$ cat config.mk
export PLATFORM = sky130hd
export DESIGN_NAME = mem_port_arbiter_flat
export DESIGN_NICKNAME = d
export VERILOG_FILES = /design/src/rtl/mem_port_arbiter_if.sv /design/src/rtl/mem_port_arbiter.sv /design/src/flat_wrapper.sv
export SDC_FILE = /design/constraint.sdc
export NUM_CORES = 1
export LEC_CHECK = 0
export CAP_MARGIN = 25
export CORE_AREA = 2 2 124 126
export CTS_CLUSTER_DIAMETER = 30
export CTS_CLUSTER_SIZE = 25
export DETAILED_ROUTE_END_ITERATION = 6
export DIE_AREA = 0 0 126 128
export PLACE_DENSITY = 0.5
export SLEW_MARGIN = 20
export SYNTH_ARGS = -nofsm -noshare
export SYNTH_HDL_FRONTEND = slang
export SYNTH_SLANG_ARGS = --single-unit
$ cat constraint.sdc
create_clock -name clk -period 2.7 [get_ports clk]
set_input_delay 0.54 -clock clk [delete_from_list [all_inputs] [get_ports clk]]
set_output_delay 0.54 -clock clk [all_outputs]
set_load 0.03 [all_outputs]
$ cat src/rtl/mem_port_arbiter_if.sv
// Generic req/gnt/rvalid memory port bundle.
// The master drives the request channel, the slave answers with grant and response.
interface mem_port_arbiter_if #(
   parameter int ADDR_W = 32,
   parameter int DATA_W = 32
);
   logic                  req;
   logic                  we;
   logic [DATA_W/8-1:0]   be;
   logic [ADDR_W-1:0]     addr;
   logic [DATA_W-1:0]     wdata;
   logic                  gnt;
   logic                  rvalid;
   logic [DATA_W-1:0]     rdata;
   logic                  err;

   modport master (
      output req, we, be, addr, wdata,
      input  gnt, rvalid, rdata, err
   );

   modport slave (
      input  req, we, be, addr, wdata,
      output gnt, rvalid, rdata, err
   );
endinterface

$ cat src/rtl/mem_port_arbiter.sv
// mem_port_arbiter: shares one req/gnt/rvalid memory port between the fetch
// (instr) side and the load/store (data) side. One requester is selected per
// cycle and held until granted; a small in-order source-ID FIFO routes every
// response back to the side that issued it.
// Optional feature: define MEM_ARB_RR_EN for round-robin arbitration; without
// it, data has fixed priority over instr.
module mem_port_arbiter #(
   parameter int ADDR_W          = 32,
   parameter int DATA_W          = 32,
   parameter int MAX_OUTSTANDING = 2,
   localparam int CNT_W          = $clog2(MAX_OUTSTANDING + 1)
) (
   input  logic                 clk,
   input  logic                 rstn,
   mem_port_arbiter_if.slave    instr,
   mem_port_arbiter_if.slave    data,
   mem_port_arbiter_if.master   mem,
   output logic [CNT_W-1:0]     outstanding_o,
   output logic                 proto_err_o
);

   localparam int PTR_W = (MAX_OUTSTANDING > 1) ? $clog2(MAX_OUTSTANDING) : 1;

   // Source IDs stored in the FIFO and used for the request mux.
   localparam logic ID_I = 1'b0;
   localparam logic ID_D = 1'b1;

   typedef enum logic [1:0] {
      ARB    = 2'd0,
      HOLD_I = 2'd1,
      HOLD_D = 2'd2
   } state_t;

   state_t                  state_reg;
   state_t                  state_next;
   logic                    sel_id;
   logic                    pick_id;
   logic                    mem_req;
   logic                    push;
   logic                    pop;
   logic                    fifo_full;
   logic                    fifo_empty;
   logic                    head_id;
   logic [CNT_W-1:0]        count_reg;
   logic [CNT_W-1:0]        count_next;
   logic [PTR_W-1:0]        wr_ptr_reg;
   logic [PTR_W-1:0]        rd_ptr_reg;
   logic [MAX_OUTSTANDING-1:0] id_reg;
   logic [MAX_OUTSTANDING-1:0] id_next;
   logic                    proto_err_reg;

   // The instr side is read-only; its write fields are never looked at.
   logic unused_instr_fields;
   assign unused_instr_fields = ^{instr.we, instr.be, instr.wdata};

`ifdef MEM_ARB_RR_EN
   // 1 = data wins the next simultaneous request, 0 = instr wins.
   logic rr_data_next_reg;

   // Round-robin choice on contention, otherwise the sole requester.
   always_comb begin
      pick_id = data.req ? ID_D : ID_I;
      if (instr.req && data.req) begin
         pick_id = rr_data_next_reg ? ID_D : ID_I;
      end
   end

   // After each granted transaction, point at the side that was not served.
   always_ff @(posedge clk or negedge rstn) begin
      if (!rstn) begin
         rr_data_next_reg <= 1'b1;
      end else if (push) begin
         rr_data_next_reg <= (sel_id == ID_I);
      end
   end
`else
   // Fixed priority: data beats instr whenever it requests.
   always_comb begin
      pick_id = data.req ? ID_D : ID_I;
   end
`endif

   // FSM state register.
   always_ff @(posedge clk or negedge rstn) begin
      if (!rstn) begin
         state_reg <= ARB;
      end else begin
         state_reg <= state_next;
      end
   end

   // Next-state, selection and request generation; a full FIFO gates the
   // request off but keeps any held choice so it resumes after a drain.
   always_comb begin
      state_next = state_reg;
      sel_id     = ID_I;
      mem_req    = 1'b0;
      case (state_reg)
         ARB: begin
            sel_id = pick_id;
            if (!fifo_full && (instr.req || data.req)) begin
               mem_req = 1'b1;
               if (!mem.gnt) begin
                  state_next = (pick_id == ID_D) ? HOLD_D : HOLD_I;
               end
            end
         end
         HOLD_I: begin
            sel_id = ID_I;
            if (!fifo_full) begin
               mem_req = 1'b1;
               if (mem.gnt) begin
                  state_next = ARB;
               end
            end
         end
         HOLD_D: begin
            sel_id = ID_D;
            if (!fifo_full) begin
               mem_req = 1'b1;
               if (mem.gnt) begin
                  state_next = ARB;
               end
            end
         end
         default: begin
            state_next = ARB;
         end
      endcase
   end

   // Request channel: mux of the selected side, instr forced to a full-word read.
   assign mem.req   = mem_req;
   assign mem.we    = (sel_id == ID_D) ? data.we    : 1'b0;
   assign mem.be    = (sel_id == ID_D) ? data.be    : '1;
   assign mem.addr  = (sel_id == ID_D) ? data.addr  : instr.addr;
   assign mem.wdata = (sel_id == ID_D) ? data.wdata : '0;

   assign instr.gnt = mem_req & mem.gnt & (sel_id == ID_I);
   assign data.gnt  = mem_req & mem.gnt & (sel_id == ID_D);

   // FIFO bookkeeping; a response with nothing outstanding is never popped.
   assign push       = mem_req & mem.gnt;
   assign pop        = mem.rvalid & ~fifo_empty;
   assign fifo_full  = (count_reg == CNT_W'(MAX_OUTSTANDING));
   assign fifo_empty = (count_reg == '0);
   assign head_id    = id_reg[rd_ptr_reg];

   // Per-entry write: only the slot at the write pointer takes the new ID.
   generate
      for (genvar gi = 0; gi < MAX_OUTSTANDING; gi++) begin : g_id_entry
         assign id_next[gi] = (push && (wr_ptr_reg == PTR_W'(gi))) ? sel_id : id_reg[gi];
      end
   endgenerate

   // Outstanding count: simultaneous push and pop cancel out.
   always_comb begin
      count_next = count_reg;
      case ({push, pop})
         2'b10:   count_next = count_reg + 1'b1;
         2'b01:   count_next = count_reg - 1'b1;
         default: count_next = count_reg;
      endcase
   end

   // FIFO storage and wrapping pointers.
   always_ff @(posedge clk or negedge rstn) begin
      if (!rstn) begin
         id_reg     <= '0;
         count_reg  <= '0;
         wr_ptr_reg <= '0;
         rd_ptr_reg <= '0;
      end else begin
         id_reg    <= id_next;
         count_reg <= count_next;
         if (push) begin
            wr_ptr_reg <= (wr_ptr_reg == PTR_W'(MAX_OUTSTANDING - 1)) ? '0 : wr_ptr_reg + 1'b1;
         end
         if (pop) begin
            rd_ptr_reg <= (rd_ptr_reg == PTR_W'(MAX_OUTSTANDING - 1)) ? '0 : rd_ptr_reg + 1'b1;
         end
      end
   end

   // Sticky flag for a response that had no matching request.
   always_ff @(posedge clk or negedge rstn) begin
      if (!rstn) begin
         proto_err_reg <= 1'b0;
      end else if (mem.rvalid && fifo_empty) begin
         proto_err_reg <= 1'b1;
      end
   end

   // Response routing: rvalid qualified by the FIFO head, data/err broadcast.
   assign instr.rvalid = mem.rvalid & ~fifo_empty & (head_id == ID_I);
   assign data.rvalid  = mem.rvalid & ~fifo_empty & (head_id == ID_D);
   assign instr.rdata  = mem.rdata;
   assign data.rdata   = mem.rdata;
   assign instr.err    = mem.err;
   assign data.err     = mem.err;

   assign outstanding_o = count_reg;
   assign proto_err_o   = proto_err_reg;

endmodule

$ cat src/flat_wrapper.sv
// flat-port wrapper written by rule: the top's interface ports become plain ports
module mem_port_arbiter_flat 
#(
   parameter int ADDR_W          = 32,
   parameter int DATA_W          = 32,
   parameter int MAX_OUTSTANDING = 2,
   localparam int CNT_W          = $clog2(MAX_OUTSTANDING + 1)
)
  (clk, rstn, outstanding_o, proto_err_o, instr_req, instr_we, instr_be, instr_addr, instr_wdata, instr_gnt, instr_rvalid, instr_rdata, instr_err, data_req, data_we, data_be, data_addr, data_wdata, data_gnt, data_rvalid, data_rdata, data_err, mem_req, mem_we, mem_be, mem_addr, mem_wdata, mem_gnt, mem_rvalid, mem_rdata, mem_err);
  mem_port_arbiter_if #(.ADDR_W(ADDR_W), .DATA_W(DATA_W)) instr_i ();
  mem_port_arbiter_if #(.ADDR_W(ADDR_W), .DATA_W(DATA_W)) data_i ();
  mem_port_arbiter_if #(.ADDR_W(ADDR_W), .DATA_W(DATA_W)) mem_i ();
  input  logic clk;
  input  logic rstn;
  output logic [CNT_W-1:0] outstanding_o;
  output logic proto_err_o;
  input wire logic [$bits(instr_i.req)-1:0] instr_req;
  input wire logic [$bits(instr_i.we)-1:0] instr_we;
  input wire logic [$bits(instr_i.be)-1:0] instr_be;
  input wire logic [$bits(instr_i.addr)-1:0] instr_addr;
  input wire logic [$bits(instr_i.wdata)-1:0] instr_wdata;
  output wire logic [$bits(instr_i.gnt)-1:0] instr_gnt;
  output wire logic [$bits(instr_i.rvalid)-1:0] instr_rvalid;
  output wire logic [$bits(instr_i.rdata)-1:0] instr_rdata;
  output wire logic [$bits(instr_i.err)-1:0] instr_err;
  input wire logic [$bits(data_i.req)-1:0] data_req;
  input wire logic [$bits(data_i.we)-1:0] data_we;
  input wire logic [$bits(data_i.be)-1:0] data_be;
  input wire logic [$bits(data_i.addr)-1:0] data_addr;
  input wire logic [$bits(data_i.wdata)-1:0] data_wdata;
  output wire logic [$bits(data_i.gnt)-1:0] data_gnt;
  output wire logic [$bits(data_i.rvalid)-1:0] data_rvalid;
  output wire logic [$bits(data_i.rdata)-1:0] data_rdata;
  output wire logic [$bits(data_i.err)-1:0] data_err;
  output wire logic [$bits(mem_i.req)-1:0] mem_req;
  output wire logic [$bits(mem_i.we)-1:0] mem_we;
  output wire logic [$bits(mem_i.be)-1:0] mem_be;
  output wire logic [$bits(mem_i.addr)-1:0] mem_addr;
  output wire logic [$bits(mem_i.wdata)-1:0] mem_wdata;
  input wire logic [$bits(mem_i.gnt)-1:0] mem_gnt;
  input wire logic [$bits(mem_i.rvalid)-1:0] mem_rvalid;
  input wire logic [$bits(mem_i.rdata)-1:0] mem_rdata;
  input wire logic [$bits(mem_i.err)-1:0] mem_err;
  assign instr_i.req = instr_req;
  assign instr_i.we = instr_we;
  assign instr_i.be = instr_be;
  assign instr_i.addr = instr_addr;
  assign instr_i.wdata = instr_wdata;
  assign instr_gnt = instr_i.gnt;
  assign instr_rvalid = instr_i.rvalid;
  assign instr_rdata = instr_i.rdata;
  assign instr_err = instr_i.err;
  assign data_i.req = data_req;
  assign data_i.we = data_we;
  assign data_i.be = data_be;
  assign data_i.addr = data_addr;
  assign data_i.wdata = data_wdata;
  assign data_gnt = data_i.gnt;
  assign data_rvalid = data_i.rvalid;
  assign data_rdata = data_i.rdata;
  assign data_err = data_i.err;
  assign mem_req = mem_i.req;
  assign mem_we = mem_i.we;
  assign mem_be = mem_i.be;
  assign mem_addr = mem_i.addr;
  assign mem_wdata = mem_i.wdata;
  assign mem_i.gnt = mem_gnt;
  assign mem_i.rvalid = mem_rvalid;
  assign mem_i.rdata = mem_rdata;
  assign mem_i.err = mem_err;
  mem_port_arbiter #(.ADDR_W(ADDR_W), .DATA_W(DATA_W), .MAX_OUTSTANDING(MAX_OUTSTANDING)) u_core (.clk(clk), .rstn(rstn), .instr(instr_i), .data(data_i), .mem(mem_i), .outstanding_o(outstanding_o), .proto_err_o(proto_err_o));
endmodule
After elaboration in Yosys (flattened, before gate mapping)
Index checks and enable logic that the tools add are counted.
{"block": "word_totals", "ff_bits": 9, "inputBits": 177, "output_inout_bits": 143}
{"block": "classes", "add_sub_neg": 4, "magnitude_cmp": 1, "n_eq_ne": 9, "mux": 20, "bitwise_logic": 10, "reduce_logical": 11}
{"operator": "$mux W32", "n": 2}
{"operator": "$mux W2", "n": 5}
{"operator": "$mux W1", "n": 8}
{"operator": "$pmux W2 S2", "n": 2}
{"operator": "$and A1 B1 Y1", "n": 6}
{"operator": "$eq A2 B2 Y1 const B", "n": 3}
{"operator": "$eq A2 B1 Y1 const B", "n": 2}
{"operator": "$logic_and A1 B1 Y1", "n": 4}
{"operator": "$logic_not A2 Y1", "n": 2}
{"operator": "$mux W4", "n": 1}
{"operator": "$ne A2 B1 Y1 const B", "n": 2}
{"operator": "$ne A2 B2 Y1 const B", "n": 2}
{"operator": "$not A1 Y1", "n": 4}
{"operator": "$pmux W1 S2", "n": 2}
{"operator": "$reduce_and A4 Y1", "n": 1}
{"operator": "$add A1 B1 Y1 const B", "n": 2}
{"operator": "$add A2 B1 Y2 const B", "n": 1}
{"operator": "$lt A1 B2 Y1 const B", "n": 1}
{"operator": "$reduce_bool A2 Y1", "n": 1}
{"operator": "$reduce_or A2 Y1", "n": 1}
{"operator": "$sub A2 B1 Y2 const B", "n": 1}
{"operator": "$logic_not A1 Y1", "n": 1}
{"operator": "$logic_or A1 B1 Y1", "n": 1}

Depth between registers and ports, before layout
Gate-level depths: netlist of run 1.
{"block": "depth", "word_depth": 8, "depth_mapped": 8, "depth_no_buf": 8}

Worst setup path after synthesis of run 1
Ideal clock, no wire load.
{"block": "synth_path", "kind": "reg-to-output", "from": "register u_core.state_reg[0]", "to": "output data_gnt", "arrival_time_ns": 1.750, "required_time_ns": 2.160, "path_slack_ns": 0.410, "path_stages_with_launch": 6, "path_buffers": 0, "path_cell_list": "dfrtp_1 > inv_1 > ha_1 > o21ai_1 > a2111o_2 > nor2_1"}
{"block": "synth_between", "elab_chain_len": 5}
{"item": "from (decl)", "line_no": "mem_port_arbiter.sv:34", "rtl": "state_t state_reg;"}
{"item": "from (signal assigned)", "line_no": "mem_port_arbiter.sv:88", "rtl": "state_reg <= state_next;"}
{"item": "$eq A2 B1 Y1 / $eq A2 B2 Y1 (equally long branches)", "line_no": "mem_port_arbiter.sv:98", "rtl": "case (state_reg)"}
{"item": "$reduce_or A2 Y1 (no source line)"}
{"item": "$pmux W1 S2", "line_no": "mem_port_arbiter.sv:98"}
{"item": "$and A1 B1 Y1", "line_no": "mem_port_arbiter.sv:140", "rtl": "assign data.gnt = mem_req & mem.gnt & (sel_id == ID_D);"}
{"item": "$and A1 B1 Y1 *", "line_no": "mem_port_arbiter.sv:140"}
{"item": "to (decl)", "line_no": "flat_wrapper.sv:31", "rtl": "output wire logic [$bits(data_i.gnt)-1:0] data_gnt;"}
Every way passes the cells marked *; elsewhere a longest branch is shown, timed or not.

Worst setup path after layout of run 1
{"block": "layout_path", "from": "input data_req", "to": "output mem_be[1]"}
{"block": "layout_between", "elab_chain_len": 3}
{"item": "from (decl)", "line_no": "flat_wrapper.sv:26", "rtl": "input wire logic [$bits(data_i.req)-1:0] data_req;"}
{"item": "$mux W1", "line_no": "mem_port_arbiter.sv:79", "rtl": "pick_id = data.req ? ID_D : ID_I;"}
{"item": "$pmux W1 S2", "line_no": "mem_port_arbiter.sv:98"}
{"item": "$mux W4", "line_no": "mem_port_arbiter.sv:135", "rtl": "assign mem.be = (sel_id == ID_D) ? data.be : '1;"}
{"item": "to (decl)", "line_no": "flat_wrapper.sv:37", "rtl": "output wire logic [$bits(mem_i.be)-1:0] mem_be;"}
No other way between the ends.

==> impl_metrics.ini, run 1 <==
[timing]
fin_crit_ps = 2610
tightest_slew_ps = 448
finalCritPeriodShare_pct = 96.8
finalHoldWorstSlack_ps = 447
fmax_mhz = 383
setup_viol = 0
max-slew-margin-rel_pct = 70.1
report.final.hold_viol_count = 0
slew_violations = 0
skew_ps = 0.856
tns_ps = 0
setup_ws_ps = 86.9
rsz0062_at_grt = no

[run]
max-cap-violations = 0

[clock_tree]
cts_buffer_depth = 2
cts.clk_slew.worst_paths_ps = 40
post_cts_buffers = 0
clk_latency_ps = 230
htreeDepth = 1
cts_tree = done
hold_buffers = 0
root_buffer = clkbuf_16
cts_num_sinks = 9
cts_inserted_buffers = 3

[yosys]
synth_common_cells = 98 x nand2_1, 66 x buf_4, 33 x and2_1
syn_nets = 446
synth_ff_type = dfrtp_1
async_flop_share_pct = 100
seq_area_frac_synth_pct = 13.3
yosysWarningCount = 0
synth_top_area_share_pct = 29.3
yosys-top-cells-area = buf_4 29%, nand2_1 22%, dfrtp_1 13%, and2_1 12%, ha_1 3.0%
synth_cells = 265
yosys.area.top_type = buf_4
ys_seq_elements = 9
synth.most_common_cell = nand2_1
syn_area_sq_um = 1690
syn_area_per_cell_sq_um = 6.39
synth-edff-count = 0
synthDistinctLibCells = 29

[critical_path]
r2r_end = u_core.outstanding_o[1]
crit_fanout = 21
required_ps = 2160
rr_startpoint = u_core.state_reg[0]
critical_path_class = input pin to output pin
crit_arrival_ps = 2070
worstSetupEndpoint = mem_be[1]
crit_path_start = data_req
start_kind = input pin
critPathCaptureType = output pin
reg2reg_depth = 8
reg2reg_slack_ps = 520

[grt]
first_global_vias = 1916
grt_pass1_wl_microns = 10100
grt_util_all_layers_pct = 7.83
antenna_found_initial = 0
grt_max_degree = 34
gr-total-overflow = 0

[hold_path]
hp-start = u_core.proto_err_o
holdPathStages = 1
hold_class = register to register

[power_and_ir_drop]
irDropWorstVdd_v = 0.000482
p_total_mw = 3.63
powerDensity_nw_per_um2 = 1110
leakagePower_nw = 1.52

[die]
die_h_microns = 128
std_cell_rows = 45
start_util_pct = 11.4
die_x_microns = 126
boundaryPins = 320
dieArea_sq_um = 16100
core-area_sq_um = 14900

[placed_design]
dp_cells = 565
dp_hpwl_microns = 6250
gp_congestion = 0.732
placed_cell_area_sq_um = 3190
preCtsSetupSlack_ps = -78.6
io_buffer_count = 183

[cells_and_area]
antennaDiodeCount = 0
nFillCells = 1660
syn_to_final_growth_pct = 93.6
drive_gt1_share_pct = 22.3
fin_cells = 569
stdcell_area_sq_um = 3280
nets = 563
fin_util_pct = 22.1

[detailed_routing]
via_per_inst = 3.52
drt_first_pass_iters = 3
drc = 0
ant_nets = 0
wl_per_cell_microns = 12.6
drt_iter0_markers = 32
wirelength_microns = 7150
vias = 2001

[outcome]
status = finished clean
==> layout make-up <==
type / count / area (sq um) / area share, %
flip-flops and latches: 9 / 225 / 6.87
multi-input cells: 172 / 915 / 27.9
well taps: 188 / 235 / 7.18
repair buffers: 190 / 1800 / 55.0
inverters: 6 / 22.5 / 0.687
clock buffers: 4 / 78.8 / 2.40
==> worst max-delay path: stages <==
cell and delay [ps]:
clkdlybuf4s50_1 470, a21o_4 300, nand2b_1 90, clkdlybuf4s50_1 670
==> placed cells by master, fill, tap and decap left out, drive strengths merged <==
master           n
o41ai            2
and2            33
a2111o           1
xor2             1
mux2             2
clkbuf           4
clkdlybuf4s50  115
or4              1
nand2b           5
o32ai            1
a2111oi          2
or2b             1
o21ai            2
dfrtp            9
nor2b            2
xnor2            4
nand2           98
inv              6
a211oi           1
nor2             6
o22ai            2
buf             75
mux2i            1
a21oi            1
ha               4
a21o             2
==> logic make-up after synthesis <==
family	synth area share, %
xor gates and xnor gates	2.59
muxes	1.92
and+or+nand+nor	38.9
AOI/OAI and AO/OA	6.43
DFF	13.3
adders and majority gates	2.96
buffers and inverters	33.9
==> repair_timing <==
| action | 4_1_cts | 5_1_grt |
|---|---|---|
| hold endpoints to repair | 0 | 0 |
| resized for setup | 1 | 1 |
| endpoints found under the setup margin | 24 | 10 |
==> power breakdown <==
group          total (mW)  leakage (nW)  internal (mW)  switching, mW
registers           0.263         0.106          0.199         0.0636
logic                3.11          1.37           1.29           1.83
clock network       0.254        0.0382          0.197         0.0570
==> routing by layer <==
layer  vias to the layer above  track usage (%)  part of all wire (%)
li1                        981                -                     -
met1                       808             7.32                    30
met2                       206             14.4                    50
met3                         6             5.34                    19
met4                         0             1.23                  0.38
met5                         -                0                     0
==> how the worst min path moves through the flow <==
| stage | to | slack, ps |
|---|---|---|
| 6_report | u_core.proto_err_o | 450 |
| 3_5_place_dp | u_core.proto_err_o | 440 |
| 4_1_cts | u_core.proto_err_o | 450 |
| 5_1_grt | u_core.proto_err_o | 470 |
| 3_3_place_gp | u_core.proto_err_o | 440 |
| 2_1_floorplan | u_core.id_reg[0] | 240 |
Power figures use the tool's default switching activity.
==> inputs of run 2 (changes only) <==
--- a/config.mk
+++ b/config.mk
@@ -6,12 +6,12 @@
 export NUM_CORES = 1
 export LEC_CHECK = 0
 export CAP_MARGIN = 25
-export CORE_AREA = 2 2 124 126
+export CORE_AREA = 4 4 122 124
 export CTS_CLUSTER_DIAMETER = 30
 export CTS_CLUSTER_SIZE = 25
 export DETAILED_ROUTE_END_ITERATION = 6
 export DIE_AREA = 0 0 126 128
-export PLACE_DENSITY = 0.5
+export PLACE_DENSITY = 0.52
 export SLEW_MARGIN = 20
 export SYNTH_ARGS = -nofsm -noshare
 export SYNTH_HDL_FRONTEND = slang
==> run 2 against run 1 <==
Power is 1.2% lower. Via count down 3.1%. Count of clock-buffer cells in the layout did not move. Worst setup slack improved by 100 ps. Critical endpoint is now instr_rvalid.
==> impl_metrics.ini, run 2 (synthesis gave the netlist of run 1 again) <==
[power_and_ir_drop]
irDropWorstVdd_v = 0.000398
leakagePower_nw = 1.52
powerDensity_nw_per_um2 = 1110
p_total_mw = 3.59

[hold_path]
hold_class = register to register
holdPathEnd = u_core.proto_err_o
hp-start = u_core.proto_err_o
holdPathStages = 1

[die]
core-area_sq_um = 13800
die_h_microns = 128
boundaryPins = 320
std_cell_rows = 43
start_util_pct = 12.3
die_x_microns = 126
dieArea_sq_um = 16100

[cells_and_area]
drive_gt1_share_pct = 23.6
final_cell_mix = 111 x clkdlybuf4s50_1, 98 x nand2_1, 74 x buf_4
antennaDiodeCount = 0
syn_to_final_growth_pct = 91.8
fin_util_pct = 23.6
nets = 564
fin_cells = 562
final_common_cell = clkdlybuf4s50_1
nFillCells = 1525

[clock_tree]
cts_buffer_depth = 2
cts.clk_slew.worst_paths_ps = 40
clk_latency_ps = 230
cts_tree = done
cts_inserted_buffers = 3
root_buffer = clkbuf_16
cts_num_sinks = 9
post_cts_buffers = 0
htreeDepth = 1
hold_buffers = 0

[timing]
rsz0062_at_grt = no
fmax_mhz = 399
setup_viol = 0
tns_ps = 0
tightest_slew_ps = 409
finalHoldWorstSlack_ps = 461
skew_ps = 1.21
finalCritPeriodShare_pct = 92.9
fin_crit_ps = 2510
slew_violations = 0
report.final.hold_viol_count = 0
max-slew-margin-rel_pct = 72.7

[placed_design]
io_buffer_count = 183
gp_congestion = 0.737
dp_cells = 558
dp_hpwl_microns = 5790

[critical_path]
required_ps = 2160
crit_fanout = 3
critPathCaptureType = output pin
reg2reg_slack_ps = 590
reg2reg_depth = 7
r2r_end = u_core.outstanding_o[1]
start_kind = input pin
rr_startpoint = u_core.state_reg[1]
crit_arrival_ps = 1970
critical_path_class = input pin to output pin

[grt]
grt_max_degree = 40
grt_pass1_wl_microns = 9820
antenna_found_initial = 0
grt_util_all_layers_pct = 7.33
gr-total-overflow = 0
first_global_vias = 2055

[run]
max-cap-violations = 0

[detailed_routing]
vias = 1938
drt_first_pass_iters = 3
wirelength_microns = 6700
drc = 0
wl_per_cell_microns = 11.9
ant_nets = 0
via_per_inst = 3.45
drt_iter0_markers = 23

[outcome]
status = finished clean
run 2: cell count changes in the layout (fill, tap and decap cells not counted):
cell / delta
clkdlybuf4s50_1: -4
buf_12: -1
a21o_2: +1
a21o_4: -1
buf_4: +6
run 2: worst max-delay path, stage by stage:
cell             delay [ps]
clkdlybuf4s50_1         480
o21ai_0                 140
nor2b_1                 130
clkdlybuf4s50_1         670
run 2: worst max path at each step:
| stage | start | to | slack (ps) | depth (start not counted) |
|---|---|---|---|---|
| final | mem_rvalid | instr_rvalid | 190 | 4 |
| after global routing | mem_rvalid | data_rvalid | 90 | 4 |
| after CTS | u_core.state_reg[0] | data_gnt | 120 | 6 |
| after detailed placement | instr_req | data_gnt | 180 | 5 |
| after global placement | mem_rvalid | instr_rvalid | 190 | 4 |
| after floorplan | u_core.state_reg[0] | data_gnt | 410 | 5 |
run 2: what timing repair did:
item	in CTS	in global routing
endpoints found under the hold margin	0	0
gates resized for setup	0	1
endpoints found under the setup margin	0	2
run 2: power by group:
| group | switching [mW] | leakage (nW) | internal, mW |
|---|---|---|---|
| clock | 0.0581 | 0.0382 | 0.197 |
| combinational | 1.82 | 1.37 | 1.26 |
| sequential | 0.0604 | 0.106 | 0.199 |
| total | 1.94 | 1.52 | 1.65 |
run 2: cell type report:
cell class | instances | area [sq um] | area share [%]
flip-flops and latches | 9 | 225 | 6.94
repair buffers | 191 | 1790 | 55.0
inverters | 6 | 22.5 | 0.694
well taps | 180 | 225 | 6.94
multi-input cells | 172 | 908 | 28.0
clock buffers | 4 | 78.8 | 2.43
run 2: metal layers:
metal | vias to the layer above | track usage, % | routed length [microns]
met5 | - | 0 | 0
met4 | 0 | 3.28 | 189
met3 | 25 | 4.13 | 1040
met2 | 133 | 12.7 | 3160
met1 | 795 | 7.19 | 2310
li1 | 985 | - | -
run 2: metrics by stage:
step / instance area [sq um] / worst slack (ps)
2_1_floorplan: 1690 / 410
6_report: 3250 / 191
3_3_place_gp: 3170 / 186
3_5_place_dp: 3170 / 178
4_1_cts: 3240 / 120
5_1_grt: 3250 / 86.5
